`src/rtl/mc_ctrl_pkg.sv`:
```
// Shared definitions for the multi-cycle MIPS control sequencer.
//  - opcode / funct encodings of the supported instruction subset
//  - FSM state encoding (S_IF..S_WB, exported on the debug 'state' port)
//  - instruction class enum latched in S_ID
//  - select / ALU control encodings driven onto the datapath
package mc_ctrl_pkg;

  localparam logic [5:0] OP_RTYPE = 6'b000000;
  localparam logic [5:0] OP_J     = 6'b000010;
  localparam logic [5:0] OP_BEQ   = 6'b000100;
  localparam logic [5:0] OP_ADDI  = 6'b001000;
  localparam logic [5:0] OP_ADDIU = 6'b001001;
  localparam logic [5:0] OP_LUI   = 6'b001111;
  localparam logic [5:0] OP_LW    = 6'b100011;
  localparam logic [5:0] OP_SW    = 6'b101011;

  localparam logic [5:0] FN_ADD   = 6'b100000;
  localparam logic [5:0] FN_SUB   = 6'b100010;

  typedef enum logic [2:0] {
    S_IF  = 3'd0,
    S_ID  = 3'd1,
    S_EXE = 3'd2,
    S_MEM = 3'd3,
    S_WB  = 3'd4
  } state_t;

  typedef enum logic [2:0] {
    CLS_R   = 3'd0,
    CLS_IMM = 3'd1,
    CLS_LW  = 3'd2,
    CLS_SW  = 3'd3,
    CLS_BEQ = 3'd4,
    CLS_LUI = 3'd5,
    CLS_J   = 3'd6,
    CLS_ILL = 3'd7
  } cls_t;

  localparam logic [2:0] ALU_IDLE = 3'b000;
  localparam logic [2:0] ALU_ADD  = 3'b001;
  localparam logic [2:0] ALU_SUB  = 3'b010;

  localparam logic [1:0] NPC_SEQ  = 2'b00;
  localparam logic [1:0] NPC_JMP  = 2'b01;
  localparam logic [1:0] NPC_BR   = 2'b11;

  localparam logic [1:0] EXT_LUI  = 2'b00;
  localparam logic [1:0] EXT_SIGN = 2'b10;

  localparam logic [1:0] DST_RT   = 2'b00;
  localparam logic [1:0] DST_RD   = 2'b01;

  localparam logic [1:0] WB_ALU   = 2'b00;
  localparam logic [1:0] WB_MEM   = 2'b01;
  localparam logic [1:0] WB_IMM   = 2'b11;

endpackage

```
`src/rtl/mc_decode.sv`:
```
// Combinational instruction classifier.
//  i_op    : IR[31:26]
//  i_funct : IR[5:0]
//  o_cls   : instruction class (CLS_ILL for anything unsupported)
//  o_sub   : R-type subtract (only meaningful when o_cls == CLS_R)
module mc_decode
  import mc_ctrl_pkg::*;
(
  input  logic [5:0] i_op,
  input  logic [5:0] i_funct,
  output cls_t       o_cls,
  output logic       o_sub
);

  always_comb begin
    o_cls = CLS_ILL;
    o_sub = 1'b0;
    case (i_op)
      OP_RTYPE: begin
        if (i_funct == FN_ADD) begin
          o_cls = CLS_R;
        end else if (i_funct == FN_SUB) begin
          o_cls = CLS_R;
          o_sub = 1'b1;
        end
      end
      OP_ADDI, OP_ADDIU: o_cls = CLS_IMM;
      OP_LW:             o_cls = CLS_LW;
      OP_SW:             o_cls = CLS_SW;
      OP_BEQ:            o_cls = CLS_BEQ;
      OP_LUI:            o_cls = CLS_LUI;
      OP_J:              o_cls = CLS_J;
      default:           o_cls = CLS_ILL;
    endcase
  end

endmodule

```
`src/rtl/multicycle_ctrl.sv`:
```
// Multi-cycle control sequencer for the MIPS subset datapath
// (add, sub, addi, addiu, lw, sw, beq, lui, j).
// Walks each instruction through IF/ID/EXE/MEM/WB, stalls on the
// instruction/data memory ready inputs and counts retired instructions.
//
// Ports:
//  clk, rst (async, active-low)
//  op, funct        : IR fields, valid from S_ID onward
//  beqout           : ALU zero flag, used in S_EXE of beq
//  imem_rdy         : instruction fetch data valid (looked at only in S_IF)
//  dmem_rdy         : data access complete (looked at only in S_MEM)
//  pc_wr, ir_wr     : PC / IR load enables
//  npc_sel          : next-PC source
//  DMWrite, dmem_req: data memory write strobe / request
//  RegWrt           : register file write enable (one cycle, S_WB)
//  ExtOp, ALUctr, mux4_5sel, mux4_32sel, mux2sel : datapath selects
//  state            : current FSM state (debug)
//  retired          : instructions completed since reset (wraps)
//
// Handshake: imem_rdy / dmem_rdy act as "ready" for a request the FSM
// holds continuously (fetch in S_IF, dmem_req in S_MEM). The transfer
// completes in the cycle the ready input is high; the FSM advances on
// that clock edge and never drops the request before then.
module multicycle_ctrl
  import mc_ctrl_pkg::*;
#(
  parameter int CNT_W = 32
) (
  input  logic             clk,
  input  logic             rst,
  input  logic [5:0]       op,
  input  logic [5:0]       funct,
  input  logic             beqout,
  input  logic             imem_rdy,
  input  logic             dmem_rdy,
  output logic             pc_wr,
  output logic             ir_wr,
  output logic [1:0]       npc_sel,
  output logic             DMWrite,
  output logic             dmem_req,
  output logic             RegWrt,
  output logic [1:0]       ExtOp,
  output logic [2:0]       ALUctr,
  output logic [1:0]       mux4_5sel,
  output logic [1:0]       mux4_32sel,
  output logic             mux2sel,
  output logic [2:0]       state,
  output logic [CNT_W-1:0] retired
);

  state_t           r_state;
  state_t           w_next;
  cls_t             r_cls;
  logic             r_sub;
  cls_t             w_cls;
  logic             w_sub;
  logic             w_retire;
  logic [CNT_W-1:0] r_retired;

  mc_decode u_decode (
    .i_op    (op),
    .i_funct (funct),
    .o_cls   (w_cls),
    .o_sub   (w_sub)
  );

  always_ff @(posedge clk or negedge rst) begin
    if (!rst) begin
      r_state <= S_IF;
    end else begin
      r_state <= w_next;
    end
  end

  // Class is captured once in S_ID so EXE/MEM/WB selects stay stable even
  // if the IR fields wobble later.
  always_ff @(posedge clk or negedge rst) begin
    if (!rst) begin
      r_cls <= CLS_ILL;
      r_sub <= 1'b0;
    end else if (r_state == S_ID) begin
      r_cls <= w_cls;
      r_sub <= w_sub;
    end
  end

  always_ff @(posedge clk or negedge rst) begin
    if (!rst) begin
      r_retired <= '0;
    end else if (w_retire) begin
      r_retired <= r_retired + CNT_W'(1);
    end
  end

  always_comb begin
    w_next     = r_state;
    w_retire   = 1'b0;
    pc_wr      = 1'b0;
    ir_wr      = 1'b0;
    npc_sel    = NPC_SEQ;
    DMWrite    = 1'b0;
    dmem_req   = 1'b0;
    RegWrt     = 1'b0;
    ExtOp      = EXT_LUI;
    ALUctr     = ALU_IDLE;
    mux4_5sel  = DST_RT;
    mux4_32sel = WB_ALU;
    mux2sel    = 1'b0;

    // Datapath selects come from the latched class and are held from EXE
    // through WB so the ALU result and writeback path never glitch.
    if (r_state == S_EXE || r_state == S_MEM || r_state == S_WB) begin
      case (r_cls)
        CLS_R: begin
          ALUctr    = r_sub ? ALU_SUB : ALU_ADD;
          mux4_5sel = DST_RD;
        end
        CLS_IMM, CLS_SW: begin
          ExtOp   = EXT_SIGN;
          ALUctr  = ALU_ADD;
          mux2sel = 1'b1;
        end
        CLS_LW: begin
          ExtOp      = EXT_SIGN;
          ALUctr     = ALU_ADD;
          mux2sel    = 1'b1;
          mux4_32sel = WB_MEM;
        end
        CLS_BEQ: ALUctr = ALU_SUB;
        CLS_LUI: mux4_32sel = WB_IMM;
        default: ;
      endcase
    end

    case (r_state)
      S_IF: begin
        // Gated by rst so no PC/IR load can escape while reset is held.
        pc_wr = imem_rdy & rst;
        ir_wr = imem_rdy & rst;
        if (imem_rdy) w_next = S_ID;
      end
      S_ID: begin
        case (w_cls)
          CLS_J: begin
            pc_wr    = 1'b1;
            npc_sel  = NPC_JMP;
            w_retire = 1'b1;
            w_next   = S_IF;
          end
          CLS_ILL: begin
            w_retire = 1'b1;
            w_next   = S_IF;
          end
          default: w_next = S_EXE;
        endcase
      end
      S_EXE: begin
        case (r_cls)
          CLS_BEQ: begin
            // PC already holds PC+4 from IF; a taken branch overrides it.
            pc_wr    = beqout;
            npc_sel  = beqout ? NPC_BR : NPC_SEQ;
            w_retire = 1'b1;
            w_next   = S_IF;
          end
          CLS_LW, CLS_SW:            w_next = S_MEM;
          CLS_R, CLS_IMM, CLS_LUI:   w_next = S_WB;
          default:                   w_next = S_IF;
        endcase
      end
      S_MEM: begin
        dmem_req = 1'b1;
        DMWrite  = (r_cls == CLS_SW);
        if (dmem_rdy) begin
          if (r_cls == CLS_SW) begin
            w_retire = 1'b1;
            w_next   = S_IF;
          end else begin
            w_next = S_WB;
          end
        end
      end
      S_WB: begin
        RegWrt   = 1'b1;
        w_retire = 1'b1;
        w_next   = S_IF;
      end
      default: w_next = S_IF;
    endcase
  end

  assign state   = r_state;
  assign retired = r_retired;

endmodule

```
`config.mk`:
```
export PLATFORM = sky130hd
export DESIGN_NAME = multicycle_ctrl
export DESIGN_NICKNAME = d
export VERILOG_FILES = /design/src/rtl/mc_ctrl_pkg.sv /design/src/rtl/mc_decode.sv /design/src/rtl/multicycle_ctrl.sv
export SDC_FILE = /design/constraint.sdc
export NUM_CORES = 1
export LEC_CHECK = 0
export ABC_AREA = 1
export CAP_MARGIN = 5
export CORE_MARGIN = 3
export CORE_UTILIZATION = 50
export CTS_CLUSTER_SIZE = 14
export DETAILED_ROUTE_END_ITERATION = 10
export PLACE_DENSITY = 0.81
export SLEW_MARGIN = 20
export SYNTH_ARGS = -nofsm -noshare
export SYNTH_HDL_FRONTEND = slang
export SYNTH_SLANG_ARGS = --single-unit
```
`constraint.sdc`:
```
create_clock -name clk -period 1.8 [get_ports clk]
set_input_delay 0.36 -clock clk [delete_from_list [all_inputs] [get_ports clk]]
set_output_delay 0.36 -clock clk [all_outputs]
set_load 0.005 [all_outputs]
```
==> out/qor.txt, run 1 <==
GR Overflow Total -> 0
Layout fillers -> 250
Worst-path clk slew -> 0.08 ns
Crit path top cell by count -> nand2_1
clk root buf -> clkbuf_8
H-tree Lvls -> 2
Combinational Power Share -> 56.2%
IO buf count -> 65
deepest clock path buffer count -> 2
Die Y -> 80.3 um
P_sw -> 1.71 mW
Max Fclk -> 501 MHz
Area growth, synth to finish -> 68.5%
crit path time final -> 2.00 ns
Slew @ Worst Pin -> 0.524 ns
fin crit share -> 111%
Post-Place Worst Slack -> -0.603 ns
Worst Path Arrival -> 2.18 ns
Sink Count -> 39
DRT Wirelength -> 11.9 mm
Clk pwr share -> 17.5%
Hold Vio Cnt, Final -> 0
Slew Limit Fails -> 0
crit-path max cell delay -> 0.27 ns
final number of setup-violating endpoints -> 44
adder-cell share of the synthesized area -> 0.454%
Die ar. -> 6440 um2
IO Pins -> 69
r2r startpoint -> r_cls[0]$_DFFE_PN1N_
Top delay family on crit path -> buffers and inverters
GRT Resource Usage Total -> 34.2%
CP Launch Point -> op[4]
CTS tree -> yes
xor/xnor share of the synthesized area -> 8.89%
worst path bufs/invs -> 5
DRT Pass-1 Iters -> 6
Core Area -> 5240 um2
Top FF cell, synth -> dfrtp_1
layout cells sized above 1 -> 39.8%
synth top area cells -> dfrtp_1, nand2_1, nand3_1
Yosys cell types -> 36
Cell Area, Synth -> 2760 um2
Crit. End Element -> flop
syn_area_per_cell -> 6.90 um2
post-synthesis mux area share -> 0%
Mapped Cells -> 400
largest family of logic cells by synthesized area -> simple AND/OR/NAND/NOR gates
most frequent cell after synthesis -> nand2_1
switching share of power -> 40.7%
wire per inst -> 19.6 um
crit-path cells -> dlygate4sd2_1 -> buf_4 -> inv_1 -> nand2_1 -> nor2_2 -> nand2_1 -> nand2_2 -> nor2_4 -> o21ai_2 -> nand2_2 -> buf_4 -> buf_8 -> nand3_2 -> nand2_1
initial antenna violation count -> 0
largest net degree at the start of global routing -> 40
type of the most critical hold path -> in -> async
RSZ-0062 raised after global routing -> yes
# rows -> 26
Chip Width -> 80.3 um
area leader, netlist -> dfrtp_1
Antenna Nets Post-Route -> 0
status -> complete, but fails checks
global-route wire length before repair -> 17.0 mm
Pint -> 2.50 mW
Initial Utilization -> 52.7%
Seq/Total Area, Yosys -> 35.5%
sequential power share -> 26.3%
Final Skew -> 0.00852 ns
Vias -> 3634
slew margin rel. -> 65.1%
WP data required -> 1.99 ns
Worst setup SP type -> input port
EDFF count, synth -> 0
pwr/cell area -> 906 nW/um2
CP max stage cell -> dlygate4sd2_1
drt drc -> 0
Synth top area share -> 32.7%
DPL Wire Length -> 6.75 mm
Commonest cells post-synth -> nand2_1, nor2_1, nand3_1
ant diodes -> 0
Worst Slack Setup Final -> -0.196 ns
Synth Area in Compound Gates -> 3.95%
Async S/R FF share, synth -> 100%
Synth Area in Simple Gates -> 43.4%
maximum fanout along the worst path -> 17
Worst-Skew Late Latency -> 0.30 ns
Nets -> 558
drt via density -> 5.96
max cap viols -> 0
DR iter-0 viols -> 414
total CTS buffers -> 5
vias in the first global route -> 3541
GP Congestion -> 0.914
Static Leak -> 2.22 nW
Setup TNS -> -6.02 ns
Synth Warn # -> 0
#FFs+latches synth -> 39
Worst VDD drop -> 922 uV
violated checks -> setup timing
Worst Path Class, Setup -> in -> reg
worst reg2reg max path, stage by stage, from the launching register on:
cell,delay (ns)
dfstp_2,0.58
buf_6,0.12
inv_4,0.03
nor3_4,0.18
inv_2,0.08
nor3_4,0.16
buf_6,0.14
a21oi_4,0.07
buf_12,0.17
buf_12,0.15
nand3_2,0.09
nand2_1,0.07
area by class of cell:
cell class / count / area [um2] / area share (%)
clock buffers: 6 / 72.6 / 1.56
clock inverters: 1 / 30.0 / 0.646
inverters: 31 / 119 / 2.56
multi-input cells: 318 / 1970 / 42.4
flip-flops and latches: 39 / 985 / 21.2
well taps: 70 / 87.6 / 1.88
repair buffers: 145 / 1380 / 29.8
timing repair:
item                       CTS  global route
setup endpoints to repair   46            50
buffers inserted            21             5
gates cloned                 5             0
gates resized for setup    138            54
hold buffers                 0             0
pin swaps                   66            18
routing by layer:
metal	share of wire [%]	track usage, %	vias up
met5	0	0	-
met4	5.6	13.9	0
met3	9.2	6.50	77
met2	48	58.7	301
met1	38	41.7	1703
li1	-	-	1553
cells by family (layout without fill, tap and decap cells):
family / after synthesis / in the layout
other cells: 1 / 3
simple gates: 270 / 270
fa+ha+maj: 1 / 1
buf+inv: 45 / 183
compound gates: 16 / 16
xor+xnor: 28 / 28
flops: 39 / 39
worst paths after layout:
path	cells past startpoint	end	slack [ns]
hold reg to reg	2	r_sub$_DFFE_PN0N_	0.55
min in group clk	2	r_sub$_DFFE_PN0N_	0.55
setup / recovery	14	retired[7]$_DFFE_PN0P_	-0.20
hold / removal	2	retired[29]$_DFFE_PN0P_	0.14
max in group asynchronous	2	retired[6]$_DFFE_PN0P_	1.27
setup reg to reg	11	retired[7]$_DFFE_PN0P_	-0.14
sequential cells by signal, indices dropped and copies added, names as in the netlist:
register	cells
r_cls	3
retired	32
state	3
r_sub	1
placed cells by master, fill, tap and decap left out, drive strengths merged, types with 10 or more instances in the layout:
cell type,netlist,routed
dfrtp,36,36
inv,31,31
nand2,141,141
buf,13,92
nor3,18,18
nand3,47,47
xnor2,10,10
xor2,18,18
clkdlybuf4s50,0,43
nor2,52,52
power by group through the flow:
stage,clock network (mW),registers [mW],logic (mW)
2_1_floorplan,0,1.11,0.721
3_3_place_gp,0,1.08,1.48
3_5_place_dp,0,1.09,1.54
4_1_cts,0.721,1.08,2.22
5_1_grt,0.767,1.11,2.48
6_report,0.737,1.11,2.37
metrics by stage:
stage	total power [mW]	util, %	std cells	hold WS, ns	area, um2
finish	4.21	88.8	610	0.140	4650
global route	4.35	88.8	610	0.185	4650
CTS	4.02	85.9	609	0.157	4500
detailed placement	2.63	74.3	581	0.476	3890
global placement	2.56	74.3	581	0.471	3890
floorplan	1.83	-	402	0.0644	2770
Note: power is estimated with default switching activity, not from simulation.
==> run 2, diff against run 1 <==
--- a/config.mk
+++ b/config.mk
@@ -16,3 +16,4 @@
 export SYNTH_ARGS = -nofsm -noshare
 export SYNTH_HDL_FRONTEND = slang
 export SYNTH_SLANG_ARGS = --single-unit
+export TNS_END_PERCENT = 20
==> run 2 against run 1 <==
  * The run still ends with setup timing left
  * Clock-buffer cell count stayed put
  * Worst hold slack worse by 0.0064 ns
  * Critical endpoint is now DMWrite
  * Clock power is 1% lower
  * Maximum frequency is 1.2% higher
==> out/qor.txt, run 2 (synthesis gave the netlist of run 1 again) <==
IO buf count -> 65 (unchanged)
layout cells sized above 1 -> 32.8% (-7.0 points)
Worst Path Class, Setup -> reg -> out
Combinational Power Share -> 54.7% (-1.5 points)
CTS tree -> yes
GP Congestion -> 0.914 (unchanged)
Max Fclk -> 507 MHz (+1.2%)
Worst-path clk slew -> 0.08 ns (about the same)
CP Launch Point -> r_cls[1]$_DFFE_PN1N_
drt via density -> 5.54 (-7.0%)
deepest clock path buffer count -> 2 (unchanged)
non-filler cells, final -> 600 (-1.6%)
Final Util -> 83.8% (-5.0 points)
initial antenna violation count -> 0 (unchanged)
drt drc -> 0 (unchanged)
GRT Resource Usage Total -> 29.6% (-4.5 points)
Pint -> 2.44 mW (-2.3%)
Hold Vio Cnt, Final -> 0 (unchanged)
Crit. End Element -> primary output
Worst setup SP type -> flop
Sink Count -> 39 (unchanged)
hold_buf cts -> 0 (unchanged)
total CTS buffers -> 5 (unchanged)
RSZ-0062 raised after global routing -> yes
final number of setup-violating endpoints -> 43 (-2.3%)
IO Pins -> 69 (unchanged)
Worst Slack Setup Final -> -0.172 ns (+0.0241 ns)
r2r startpoint -> r_cls[1]$_DFFE_PN1N_
status -> complete, but fails checks
Vias -> 3323 (-8.6%)
Worst VDD drop -> 852 uV (-7.6%)
pwr/cell area -> 919 nW/um2 (+1.5%)
Slew Limit Fails -> 0 (unchanged)
Chip Width -> 80.3 um (unchanged)
Worst Path Arrival -> 1.61 ns (-0.57 ns)
global-route wire length before repair -> 14.9 mm (-12%)
switching share of power -> 39.5% (-1.2 points)
Nets -> 548 (-1.8%)
P_sw -> 1.59 mW (-7.0%)
Clk pwr share -> 18.0% (+0.5 points)
Core Area -> 5240 um2 (unchanged)
Final Skew -> 0.00668 ns (-0.00184 ns)
clk root buf -> clkbuf_8
most common cell after layout, fill and taps aside -> nand2_1
crit path time final -> 1.97 ns (-0.0241 ns)
sequential power share -> 27.3% (+1.0 points)
GR Overflow Total -> 0 (unchanged)
slew margin rel. -> 65.1% (about the same)
violated checks -> setup timing
DRT Pass-1 Iters -> 7 (+1)
type of the most critical hold path -> in -> async
DPL Wire Length -> 6.75 mm (unchanged)
Die Y -> 80.3 um (unchanged)
vias in the first global route -> 3138 (-11%)
commonest non-fill, non-tap cells in the layout -> nand2_1, buf_4, clkdlybuf4s50_1
Worst-Skew Late Latency -> 0.30 ns (about the same)
reg2reg path depth -> 11 (unchanged)
Initial Utilization -> 52.7% (unchanged)
ant diodes -> 0 (unchanged)
WP data required -> 1.44 ns (-0.55 ns)
H-tree Lvls -> 2 (unchanged)
DR iter-0 viols -> 436 (+5.3%)
Static Leak -> 2.26 nW (+2.1%)
Slew @ Worst Pin -> 0.523 ns (-0.000630 ns)
fin crit share -> 110% (-1.3 points)
max cap viols -> 0 (unchanged)
Area growth, synth to finish -> 59.0%
max FFs per register -> 32 (unchanged)
largest net degree at the start of global routing -> 40 (unchanged)
Die ar. -> 6440 um2 (unchanged)
cell total after placement -> 581 (unchanged)
Antenna Nets Post-Route -> 0 (unchanged)
wire per inst -> 17.0 um (-13%)
# rows -> 26 (unchanged)
maximum fanout along the worst path -> 3 (-14)
DRT Wirelength -> 10.2 mm (-14%)
## run 2: critical path, stage by stage, from the launching register on
cell,delay [ns]
dfstp_2,0.58
buf_6,0.14
inv_8,0.04
nor3_4,0.16
inv_2,0.08
nor3_4,0.15
buf_2,0.15
## run 2: per-stage QoR
stage          TNS (ns)  hold WS [ns]  setup slack [ns]  area, um2  total power, mW
6_report          -3.90         0.134            -0.172       4390             4.03
5_1_grt           -6.72         0.180            -0.245       4390             4.20
4_1_cts           -7.00         0.157            -0.203       4040             3.39
3_5_place_dp     -17.08         0.476            -0.603       3890             2.63
3_3_place_gp     -13.79         0.471            -0.500       3890             2.56
2_1_floorplan         0        0.0644             0.188       2770             1.83
## run 2: what timing repair did
| item | CTS | global route |
|---|---|---|
| setup buffers | 7 | 8 |
| cloned | 0 | 3 |
| setup endpoints to repair | 46 | 50 |
| gates resized for setup | 65 | 84 |
| pin swaps | 11 | 21 |
## run 2: power by group through the flow
stage          Sequential, mW  Clock [mW]  Combinational (mW)
3_5_place_dp             1.09           0                1.54
5_1_grt                  1.11       0.763                2.32
3_3_place_gp             1.08           0                1.48
2_1_floorplan            1.11           0               0.721
6_report                 1.10       0.726                2.21
4_1_cts                  1.07       0.721                1.59
## run 2: layout make-up
class	count	area, um2
clock buffer	6	72.6
inverter	31	124
fill	310	850
clock inverter	1	30.0
timing repair buffer	135	1260
multi-input combinational	318	1830
tap	70	87.6
sequential	39	985
## run 2: final timing paths
kind	slack [ns]	endpoint
worst max register to register	-0.13	retired[4]$_DFFE_PN0P_
max in group asynchronous	1.27	retired[6]$_DFFE_PN0P_
min in group clk	0.54	r_sub$_DFFE_PN0N_
worst min register to register	0.54	r_sub$_DFFE_PN0N_
worst min-delay path	0.13	state[1]$_DFFE_PN0P_
worst max-delay path	-0.17	DMWrite
## run 2: layer usage
layer | up-vias | share of wire (%) | track usage, %
met1 | 1579 | 41 | 38.3
li1 | 1531 | - | -
met5 | - | 0 | 0
met4 | 0 | 3.4 | 7.94
met3 | 47 | 7.4 | 4.93
met2 | 166 | 48 | 50.9
